===== src/rtl/amiga_clock_phase_gen_if.sv =====
// amiga_clock_phase_gen_if: sync inputs and phase/lock outputs of the Agnus clock phase generator
interface amiga_clock_phase_gen_if;
   logic       sync_en;
   logic       sync_in;
   logic [2:0] phase;
   logic       c7m;
   logic       cck;
   logic       cckq;
   logic       cck_rise_stb;
   logic       cck_fall_stb;
   logic       c7m_rise_stb;
   logic       locked;
   logic       slip_stb;
   logic [7:0] slip_count;
   modport master (
      output sync_en, sync_in,
      input  phase, c7m, cck, cckq, cck_rise_stb, cck_fall_stb, c7m_rise_stb, locked, slip_stb, slip_count
   );
   modport slave (
      input  sync_en, sync_in,
      output phase, c7m, cck, cckq, cck_rise_stb, cck_fall_stb, c7m_rise_stb, locked, slip_stb, slip_count
   );
endinterface


===== src/rtl/amiga_clock_phase_gen.sv =====
// amiga_clock_phase_gen: 8-phase C7M/CCK/CCKQ generator on the 28 MHz clock with optional CCK pin lock
module amiga_clock_phase_gen #(
   parameter int SYNC_PHASE   = 3,
   parameter int LOCK_COUNT   = 4,
   parameter int SYNC_TIMEOUT = 64
)(
   input logic hclkin,
   input logic reset,
   amiga_clock_phase_gen_if.slave bus
);
   localparam logic [2:0] RESYNC_P = 3'(SYNC_PHASE + 1);
   logic [2:0] p, p_nxt;
   logic       s1, s2, s3, sync_evt;
   logic       qevt, mismatch, tmo, kill;
   logic [3:0] lock_cnt;
   logic [7:0] timer;
   assign bus.phase = p;
   // next phase and lock-kill conditions; a match also lands on SYNC_PHASE+1, so any event reloads
   always_comb begin
      qevt     = sync_evt & bus.sync_en;
      mismatch = qevt & (p != 3'(SYNC_PHASE));
      tmo      = bus.sync_en & ~qevt & (timer >= 8'(SYNC_TIMEOUT - 1));
      kill     = ~bus.sync_en | mismatch | tmo;
      p_nxt    = qevt ? RESYNC_P : p + 3'd1;
   end
   // phase counter with levels and strobes decoded from next phase so they line up with p
   always_ff @(posedge hclkin or posedge reset) begin
      if (reset) begin
         p                <= 3'd0;
         bus.c7m          <= 1'b1;
         bus.cck          <= 1'b1;
         bus.cckq         <= 1'b0;
         bus.cck_rise_stb <= 1'b1;
         bus.cck_fall_stb <= 1'b0;
         bus.c7m_rise_stb <= 1'b1;
      end else begin
         p                <= p_nxt;
         bus.c7m          <= ~p_nxt[1];
         bus.cck          <= ~p_nxt[2];
         bus.cckq         <= p_nxt[2] ^ p_nxt[1];
         bus.cck_rise_stb <= p_nxt == 3'd0;
         bus.cck_fall_stb <= p_nxt == 3'd4;
         bus.c7m_rise_stb <= p_nxt[1:0] == 2'd0;
      end
   end
   // two-flop synchronizer plus registered rising-edge detect on the CCK reference pin
   always_ff @(posedge hclkin or posedge reset) begin
      if (reset) begin
         s1       <= 1'b0;
         s2       <= 1'b0;
         s3       <= 1'b0;
         sync_evt <= 1'b0;
      end else begin
         s1       <= bus.sync_in;
         s2       <= s1;
         s3       <= s2;
         sync_evt <= s2 & ~s3;
      end
   end
   // lock qualification, sync timeout and slip accounting
   always_ff @(posedge hclkin or posedge reset) begin
      if (reset) begin
         lock_cnt       <= 4'd0;
         timer          <= 8'd0;
         bus.locked     <= 1'b0;
         bus.slip_stb   <= 1'b0;
         bus.slip_count <= 8'd0;
      end else begin
         lock_cnt       <= kill ? 4'd0 : (qevt && lock_cnt != 4'(LOCK_COUNT)) ? lock_cnt + 4'd1 : lock_cnt;
         timer          <= (~bus.sync_en | qevt) ? 8'd0 : (timer == 8'hff) ? timer : timer + 8'd1;
         bus.locked     <= ~kill & (lock_cnt == 4'(LOCK_COUNT));
         bus.slip_stb   <= mismatch;
         bus.slip_count <= (mismatch && bus.slip_count != 8'hff) ? bus.slip_count + 8'd1 : bus.slip_count;
      end
   end
endmodule


===== src/flat_wrapper.sv =====
// flat-port wrapper written by rule: the top's interface ports become plain ports
module amiga_clock_phase_gen_flat 
#(
   parameter int SYNC_PHASE   = 3,
   parameter int LOCK_COUNT   = 4,
   parameter int SYNC_TIMEOUT = 64
)
  (hclkin, reset, bus_sync_en, bus_sync_in, bus_phase, bus_c7m, bus_cck, bus_cckq, bus_cck_rise_stb, bus_cck_fall_stb, bus_c7m_rise_stb, bus_locked, bus_slip_stb, bus_slip_count);
  amiga_clock_phase_gen_if bus_i ();
  input logic hclkin;
  input logic reset;
  input wire logic [$bits(bus_i.sync_en)-1:0] bus_sync_en;
  input wire logic [$bits(bus_i.sync_in)-1:0] bus_sync_in;
  output wire logic [$bits(bus_i.phase)-1:0] bus_phase;
  output wire logic [$bits(bus_i.c7m)-1:0] bus_c7m;
  output wire logic [$bits(bus_i.cck)-1:0] bus_cck;
  output wire logic [$bits(bus_i.cckq)-1:0] bus_cckq;
  output wire logic [$bits(bus_i.cck_rise_stb)-1:0] bus_cck_rise_stb;
  output wire logic [$bits(bus_i.cck_fall_stb)-1:0] bus_cck_fall_stb;
  output wire logic [$bits(bus_i.c7m_rise_stb)-1:0] bus_c7m_rise_stb;
  output wire logic [$bits(bus_i.locked)-1:0] bus_locked;
  output wire logic [$bits(bus_i.slip_stb)-1:0] bus_slip_stb;
  output wire logic [$bits(bus_i.slip_count)-1:0] bus_slip_count;
  assign bus_i.sync_en = bus_sync_en;
  assign bus_i.sync_in = bus_sync_in;
  assign bus_phase = bus_i.phase;
  assign bus_c7m = bus_i.c7m;
  assign bus_cck = bus_i.cck;
  assign bus_cckq = bus_i.cckq;
  assign bus_cck_rise_stb = bus_i.cck_rise_stb;
  assign bus_cck_fall_stb = bus_i.cck_fall_stb;
  assign bus_c7m_rise_stb = bus_i.c7m_rise_stb;
  assign bus_locked = bus_i.locked;
  assign bus_slip_stb = bus_i.slip_stb;
  assign bus_slip_count = bus_i.slip_count;
  amiga_clock_phase_gen #(.SYNC_PHASE(SYNC_PHASE), .LOCK_COUNT(LOCK_COUNT), .SYNC_TIMEOUT(SYNC_TIMEOUT)) u_core (.hclkin(hclkin), .reset(reset), .bus(bus_i));
endmodule

===== config.mk =====
export PLATFORM = sky130hd
export DESIGN_NAME = amiga_clock_phase_gen_flat
export DESIGN_NICKNAME = d
export VERILOG_FILES = /design/src/rtl/amiga_clock_phase_gen_if.sv /design/src/rtl/amiga_clock_phase_gen.sv /design/src/flat_wrapper.sv
export SDC_FILE = /design/constraint.sdc
export NUM_CORES = 1
export LEC_CHECK = 0
export BUFFER_PORTS_ARGS = -buffer_cell sky130_fd_sc_hd__buf_2
export CAP_MARGIN = 20
export CORE_AREA = 4 4 58 60
export CTS_CLUSTER_SIZE = 20
export DETAILED_ROUTE_END_ITERATION = 12
export DIE_AREA = 0 0 62 64
export GPL_ROUTABILITY_DRIVEN = 0
export PLACE_DENSITY_LB_ADDON = 0.2
export REMOVE_ABC_BUFFERS = 1
export SETUP_SLACK_MARGIN = 0.5
export SLEW_MARGIN = 15
export SYNTH_ARGS = -nofsm -noshare
export SYNTH_HDL_FRONTEND = slang
export SYNTH_SLANG_ARGS = --single-unit

===== constraint.sdc =====
create_clock -name hclkin -period 2.1 [get_ports hclkin]
set_input_delay 0.105 -clock hclkin [delete_from_list [all_inputs] [get_ports hclkin]]
set_output_delay 0.105 -clock hclkin [all_outputs]
set_load 0.02 [all_outputs]

==> results.cfg <==
[status]
status = finished, final reports clean

[global_routing]
antenna_found_initial = 0
grt_max_degree = 36
grt_pass1_vias = 1105
grt_overflow = 0
grtUsageTotal_pct = 15.7
grt_first_pass_wirelength_microns = 4670

[clock_tree]
cts_tree = yes
clkLatencyLatePin_ps = 330
root_buffer = clkbuf_4
htreeDepth = 2
clock_path_buffers = 2
clk_pin_slew_ps = 100
cts.sinks = 35
numCtsBuffers = 5

[detailed_routing]
ant_nets = 0
wl_per_cell_microns = 12.6
drt_pass1_iterations = 4
vias_per_cell = 5.31
wirelength_microns = 2640
vias = 1116
drc = 0
drt_iter0_drc = 39

[sta]
period_needed_ps = 1700
setup_viol = 0
fmax_mhz = 588
slew_violations = 0
tns_ps = 0
finalCritPeriodShare_pct = 81.0
rsz0062_at_grt = yes
skew_ps = 11.9
tightest_slew_ps = 412
slew_headroom_pct = 72.5
hold_viol = 0

[power]
p_leak_nw = 0.898
p_clk_share_pct = 21.1
p_sw_share_pct = 33.9
p_seq_share_pct = 47.4
combinationalPowerShare_pct = 31.5
total_power_mw = 1.90
p_switching_mw = 0.643
p_per_area_nw_per_um2 = 1020
vdd_drop_max_v = 0.000763
internal_power_mw = 1.25

[synthesis]
syn_inst = 140
synthArstFlopShare_pct = 100
avgSynthCellArea_sq_um = 10.9
synth-main-ff-cell = dfrtp_1
synthSimpleGateAreaFrac_pct = 19.7
ys_ff_latch = 35
synthTopCellsByArea = dfrtp_1 (51%), dfstp_2 (6.9%), ha_1 (4.9%), nand3_1 (3.6%), nor2_1 (3.4%)
syn-cell-area_sq_um = 1530
synth_xor_xnor_area_share_pct = 4.00
synthTopCellsByCount = dfrtp_1 (31), nor2_1 (14), nand3_1 (11)
synth_top_area_share_pct = 50.7
yosysTopAreaCell = dfrtp_1
synth_top_family_by_area = simple AND/OR/NAND/NOR gates
synth_compound_gate_area_share_pct = 7.60
ys_seq_area_share_pct = 57.5
synth.most_common_cell = dfrtp_1
synthMuxAreaShare_pct = 3.02
yosys_warnings = 0
synth_edf_count = 0
synth_fa_ha_area_share_pct = 4.90
ys_types = 37

[worst_setup_path]
reg2reg_from = u_core.bus.phase[1]
critPathKind = reg2reg
crit_path_end_kind = flip-flop
ff2ff_setup_slack_ps = 400
r2r_end = u_core.bus.slip_count[5]
cp.arrival_ps = 1920
required_ps = 2320
r2r.worst_path.cells = 6
worstSetupStartpointType = flip-flop
crit_fanout = 3
path_delay_family = simple AND/OR/NAND/NOR gates
cp_slowest_cell = dfrtp_1
slowest_delay_ps = 410
crit_buf_inv = 0
crit_chain = ha_2 > ha_4 > and3b_2 > and3_4 > nand3_2 > mux2_4

[place]
dpl.hpwl_microns = 1800
io_buffer_count = 22

[hold_path]
holdPathEnd = u_core.bus.c7m_rise_stb
whs_path_depth = 3
hold_path.class = in2reg
min_from = bus_sync_en

[floorplanning]
die_w_microns = 62
die-area_sq_um = 3970
core_sq_um = 2930
die_h_microns = 64
rows = 20
initial_core_util_pct = 52.3
num_io_pins = 23

[final_layout]
seq_area_sq_um = 882
area_delta_synth_final_pct = 21.4
diodes = 0
fill_cells = 242
multi_input_area_sq_um = 643
drive_above_1_share_pct = 32.2
layout.nets = 186

[flow_run]
max_cap_viol_count = 0
## layout make-up
| cell class | count | area share (%) |
|---|---|---|
| clock buffers | 8 | 3.70 |
| inverters | 9 | 1.82 |
| multi-input cells | 93 | 34.6 |
| flip-flops and latches | 35 | 47.4 |
| well taps | 33 | 2.22 |
| repair buffers | 32 | 10.2 |
## cells by family after synthesis
| group | after synthesis |
|---|---|
| compound gates | 19 |
| xor+xnor | 7 |
| fa+ha+maj | 6 |
| buf+inv | 12 |
| flops | 35 |
| mux | 4 |
| simple gates | 57 |
## how the worst max path moves through the flow
stage	slack, ps	end	from	cells past startpoint
floorplan	260	u_core.bus.slip_count[5]	u_core.bus.phase[0]	6
global placement	320	u_core.bus.slip_count[5]	u_core.bus.phase[0]	6
detailed placement	280	u_core.bus.slip_count[5]	u_core.bus.phase[0]	6
CTS	400	u_core.bus.slip_count[5]	u_core.bus.phase[1]	6
global route	350	u_core.bus.slip_count[5]	u_core.bus.phase[1]	6
finish	400	u_core.bus.slip_count[5]	u_core.bus.phase[1]	6
## sequential cells by signal, indices dropped and copies added (netlist names), 3 cells and up
| name | flops |
|---|---|
| u_core.bus.phase | 3 |
| u_core.lock_cnt | 4 |
| u_core.bus.slip_count | 8 |
| u_core.timer | 8 |
## metrics by stage
stage / cells / cell area, sq um / util, % / hold WS, ps / worst slack [ps]
floorplan: 137 / 1520 / - / 136 / 261
global placement: 193 / 1670 / 57.2 / 215 / 324
detailed placement: 193 / 1670 / 57.2 / 216 / 277
CTS: 205 / 1800 / 61.5 / 120 / 398
global route: 210 / 1860 / 63.5 / 128 / 354
finish: 210 / 1860 / 63.5 / 117 / 399
## cells in the final DEF (no fill, tap or decap), types with 4 or more instances in the layout
cell	Yosys	final
dfrtp_1	31	30
buf_2	0	22
nor2_1	14	14
nand3_1	11	10
inv_1	9	9
nand2_1	9	8
buf_4	1	8
o21ai_0	6	6
a21oi_1	5	5
clkbuf_4	0	5
xnor2_1	4	4
dfstp_2	4	4
## worst reg2reg max path: stages, from the launching register on
cell     delay [ps]
dfrtp_1         410
ha_2            190
ha_4            150
and3b_2         250
and3_4          210
nand3_2          90
mux2_4          300
## routing by layer
metal  vias up  track usage (%)  wire (microns)
met5         -                0               0
met4         0             5.57              44
met3         6             6.26             182
met2        25             24.4            1280
met1       528             19.4            1130
li1        557                -               -
## power groups by stage
stage	clock network, mW	logic, mW	registers (mW)
final	0.399	0.598	0.900
after global routing	0.450	0.667	0.919
after CTS	0.409	0.590	0.900
after detailed placement	0	0.551	0.915
after global placement	0	0.544	0.907
after floorplan	0	0.223	1.06
## timing repair
| action | 4_1_cts | 5_1_grt |
|---|---|---|
| setup buffers | 2 | 5 |
| hold buffers | 2 | 0 |
| pin swaps | 0 | 2 |
| setup endpoints to repair | 11 | 11 |
| resized for setup | 6 | 5 |
| hold endpoints to repair | 32 | 0 |
No activity file was read; power rests on OpenSTA's default activity.
